## config.mk

```make
export PLATFORM = sky130hd
export DESIGN_NAME = fact_seq
export DESIGN_NICKNAME = d
export VERILOG_FILES = /design/src/rtl/fact_seq.sv
export SDC_FILE = /design/constraint.sdc
export NUM_CORES = 1
export LEC_CHECK = 0
export BUFFER_PORTS_ARGS = -buffer_cell sky130_fd_sc_hd__buf_2
export CORE_MARGIN = 2
export CORE_UTILIZATION = 55
export CTS_CLUSTER_DIAMETER = 80
export CTS_CLUSTER_SIZE = 16
export DETAILED_ROUTE_END_ITERATION = 8
export HOLD_SLACK_MARGIN = 0.02
export PLACE_DENSITY = 0.8
export SLEW_MARGIN = 20
export SYNTH_ARGS = -nofsm -noshare
export SYNTH_HDL_FRONTEND = slang
export SYNTH_SLANG_ARGS = --single-unit
```

## constraint.sdc

```tcl
create_clock -name clk -period 5.55 [get_ports clk]
set_clock_uncertainty 0.05 [all_clocks]
set_input_delay 1.11 -clock clk [delete_from_list [all_inputs] [get_ports clk]]
set_output_delay 1.11 -clock clk [all_outputs]
set_load 0.01 [all_outputs]
```

## src/rtl/fact_seq.sv

```systemverilog
// Iterative factorial engine: n! mod 2^RES_W, one multiply per clock.
// Owns the select line of the upstream accumulator mux (0 = load 1, 1 = product feedback).
//
// state | meaning
// IDLE  | waiting for start; sel=0 presents the initial value 1 to the accumulator
// MULT  | one multiply per clock, cnt counts down to the terminal value 1
// DONE  | one-cycle result-valid pulse, then back to IDLE
module fact_seq #(
    parameter int N_W   = 8,
    parameter int RES_W = 32
) (
    input  logic             clk,
    input  logic             rst,
    input  logic             start,
    input  logic [N_W-1:0]   n,
    output logic             busy,
    output logic             done,
    output logic [RES_W-1:0] result,
    output logic             overflow,
    output logic             sel
);

    typedef enum logic [1:0] {
        IDLE = 2'd0,
        MULT = 2'd1,
        DONE = 2'd2
    } state_t;

    state_t state, state_nxt;

    logic [RES_W-1:0]     acc;
    logic [RES_W-1:0]     acc_mux;
    logic [N_W-1:0]       cnt;
    logic [RES_W+N_W-1:0] prod;
    logic                 last;

    // Terminal count: cnt of 0 or 1 ends the multiply chain.
    assign last    = (cnt <= N_W'(1));
    assign prod    = {{N_W{1'b0}}, acc} * {{RES_W{1'b0}}, cnt};
    assign acc_mux = sel ? prod[RES_W-1:0] : RES_W'(1);

    always_ff @(posedge clk) begin
        if (rst) begin
            state <= IDLE;
        end else begin
            state <= state_nxt;
        end
    end

    always_comb begin
        state_nxt = state;
        busy      = 1'b0;
        done      = 1'b0;
        sel       = 1'b0;
        case (state)
            IDLE: begin
                if (start) begin
                    state_nxt = MULT;
                end
            end
            MULT: begin
                busy = 1'b1;
                sel  = 1'b1;
                if (last) begin
                    state_nxt = DONE;
                end
            end
            DONE: begin
                done      = 1'b1;
                state_nxt = IDLE;
            end
            default: begin
                state_nxt = IDLE;
            end
        endcase
    end

    always_ff @(posedge clk) begin
        if (rst) begin
            acc      <= RES_W'(1);
            cnt      <= '0;
            result   <= '0;
            overflow <= 1'b0;
        end else begin
            case (state)
                IDLE: begin
                    if (start) begin
                        acc      <= acc_mux;
                        cnt      <= n;
                        overflow <= 1'b0;
                    end
                end
                MULT: begin
                    if (last) begin
                        result <= acc;
                    end else begin
                        acc      <= acc_mux;
                        cnt      <= cnt - N_W'(1);
                        overflow <= overflow | (|prod[RES_W+N_W-1:RES_W]);
                    end
                end
                default: begin
                end
            endcase
        end
    end

endmodule
```

==> metrics.txt <==
Max VDD drop=0.204 mV; largest family of logic cells by synthesized area=adder cells; CP endpoint=overflow; reg2reg setup slack=190 ps; Resized cells post-CTS=0; Tmin final=5360 ps; Post-DRT Antenna Nets=0; max_slew headroom=0.280; outcome=finished clean; Hold Violations, Final=0; Yosys reg bits=75; die area=21200 um2; Total Routing Usage GR=0.271; Post-synth ARST share=0; first-pass GRT wire length=46400 um; Final TNS setup=0 ps; Nets=1542; Yosys cell types=61; HP Class=reg -> reg; final period utilization=0.966; Pleak=5.75 nW; Slew @ Worst Pin=1070 ps; crit path capture type=flip-flop; H-tree levels=3; largest net degree at the start of global routing=42; Post-Synth XOR/XNOR Area=0.0215; Vias per Instance=5.69; IO Pins=47; Reg2Reg Launch Point=cnt[3]; n_diodes=0; finished layout cell area=11700 um2; register area share after synthesis=0.136; Slew Viols, Final=0; Cell Rows=51; vias in the first global route=9328; FF-to-FF End=overflow; Synth Instances=1279; P&R area growth vs syn=6.59%; number of antenna violations at the first check in global routing=0; Clock Pin Slew Worst Setup and Hold Paths=70 ps; dpl hpwl=20700 um; Post-Synth Adder-Cell Area=0.398; setup slack after layout=190 ps; total grt overflow=0; reg2reg path depth=18; worst-skew pair later-pin latency=350 ps; number of synthesized flops with an enable pin=0; WP data required=5720 ps; PwrDens=140 nW/um2; Tot Pwr=1.64 mW; critical path startpoint=cnt[3]; Max clock buf depth=2; CTS tree=built; pre-CTS setup slack=302 ps; Worst setup SP type=flip-flop; vias=8863; multiplexer share of the synthesized area=0.00284; Chip Width=145 um; Max FO, Critical Path=22; total core area=19500 um2; Final setup viols=0; worst path arrival time=5530 ps; setup repair bufs after CTS=0; number of max-cap violations=0; Detailed Route Iter0 Violations=614; drt wl/cell=17.5 um; Mean Syn Cell Area=8.60 um2; ys flop type=dfxtp_1; CTS Root Buffer Type=clkbuf_16; Crit Path Class=reg -> reg; chip height=145 um; Yosys Warn Count=0; # port buffers=46; net count after synthesis=1532; Num Clock Sinks=75; DRC Markers=0; aggregate routed wire length=27200 um; Pre-Repair DR Iteration Count=5; Hold-fix buffers, CTS=0; GP Congestion=1.01; complex-gate fraction of the synthesized area=0.129; RSZ-0062 raised after global routing=false; placed cell areas=11400 um2; post-synthesis simple-gate area fraction=0.223; initial core utilization=0.564; Num CTS Buffers=9; layout cells sized above 1=0.0937; f_max=0.187 GHz; Synth Cell Area=11000 um2
## logic make-up after synthesis
family                     after synthesis
AOI/OAI and AO/OA                      215
DFF                                     75
and+or+nand+nor                        479
muxes                                    3
xor gates and xnor gates                27
buffers and inverters                  238
adders and majority gates              242
## metrics by stage
step	hold slack, ps	cells	utilization
3_3_place_gp	389	1543	0.586
2_1_floorplan	431	1279	-
4_1_cts	401	1557	0.600
6_report	400	1557	0.601
5_1_grt	420	1557	0.601
3_5_place_dp	393	1543	0.586
## state kept, by name, summed over array words and instances, names as in the netlist
| name | count |
|---|---|
| state | 2 |
| acc | 32 |
| result | 32 |
| cnt | 8 |
| overflow | 1 |
## routing by layer
| layer | global-route usage | part of all wire | up-vias |
|---|---|---|---|
| met5 | 0 | 0 | - |
| met4 | 0.0819 | 0.025 | 0 |
| met3 | 0.0436 | 0.061 | 63 |
| met2 | 0.470 | 0.51 | 337 |
| met1 | 0.350 | 0.41 | 4402 |
| li1 | - | - | 4061 |
## power by group
group / internal (mW) / switching [mW] / total [mW]
combinational: 0.130 / 0.343 / 0.473
sequential: 0.557 / 0.0244 / 0.581
clock: 0.342 / 0.244 / 0.586
## cell type report
| type | instances | area [um2] |
|---|---|---|
| Inverter | 160 | 601 |
| Clock buffer | 9 | 225 |
| Sequential cell | 75 | 1500 |
| Fill cell | 1682 | 7800 |
| Timing Repair Buffer | 77 | 479 |
| Tap cell | 265 | 332 |
| Multi-Input combinational cell | 966 | 8530 |
| Clock inverter | 5 | 56.3 |
## synthesized netlist by cell type, types with 3 or more instances
master,instances,area share
a21o_2,3,0.0024
o211ai_1,6,0.0041
nand3_1,18,0.0082
and2_1,205,0.12
nor2_1,57,0.019
dfxtp_1,75,0.14
nand4_1,8,0.0045
buf_6,7,0.0072
o21bai_1,4,0.0027
nand2_1,163,0.056
inv_1,160,0.055
or3_1,4,0.0023
nor4_2,3,0.0034
nor3_1,5,0.0023
a211oi_2,4,0.0045
o21ai_1,10,0.0045
ha_1,62,0.071
a31oi_1,6,0.0034
fa_1,180,0.33
buf_2,8,0.0036
o21a_1,3,0.0020
a22oi_1,24,0.016
clkbuf_1,59,0.020
nand2b_1,4,0.0023
a211oi_1,4,0.0027
o21ai_0,26,0.012
xor2_1,15,0.012
a21o_1,12,0.0082
xnor2_1,12,0.0096
o2111ai_1,3,0.0024
and3_1,3,0.0017
a21oi_1,87,0.040
a21oi_2,3,0.0024
## worst max-delay path, stage by stage (launching register included)
cell,delay (ps)
dfxtp_1,330
buf_4,280
and2_1,210
fa_1,460
fa_1,530
fa_1,500
inv_1,60
fa_1,490
inv_1,40
ha_1,370
a21oi_1,260
o211ai_1,130
a221oi_1,380
o21ai_1,160
a31oi_4,250
o21bai_2,140
mux2i_1,150
nor4_2,300
a41oi_2,150
## worst min-delay path by stage
stage / from / to / slack [ps] / cells past startpoint
after CTS: result[9] / result[9] / 400 / 2
after global routing: result[4] / result[4] / 420 / 2
after detailed placement: result[9] / result[9] / 390 / 2
after floorplan: result[0] / result[0] / 430 / 2
after global placement: result[9] / result[9] / 390 / 2
final: result[9] / result[9] / 400 / 2
## layout by cell type, fill, tap and decap left out, types with 6 or more instances in the layout
cell type,n
xnor2_1,12
inv_1,160
a31oi_1,6
nand4_1,8
buf_2,46
xor2_1,15
dfxtp_1,75
buf_4,29
and2_1,205
a21oi_1,87
nand3_1,18
o211ai_1,6
a22oi_1,24
fa_1,180
ha_1,62
o21ai_1,10
clkbuf_16,9
o21ai_0,26
a21o_1,12
nand2_1,163
nor2_1,57
No activity file was read; power rests on OpenSTA's default activity.
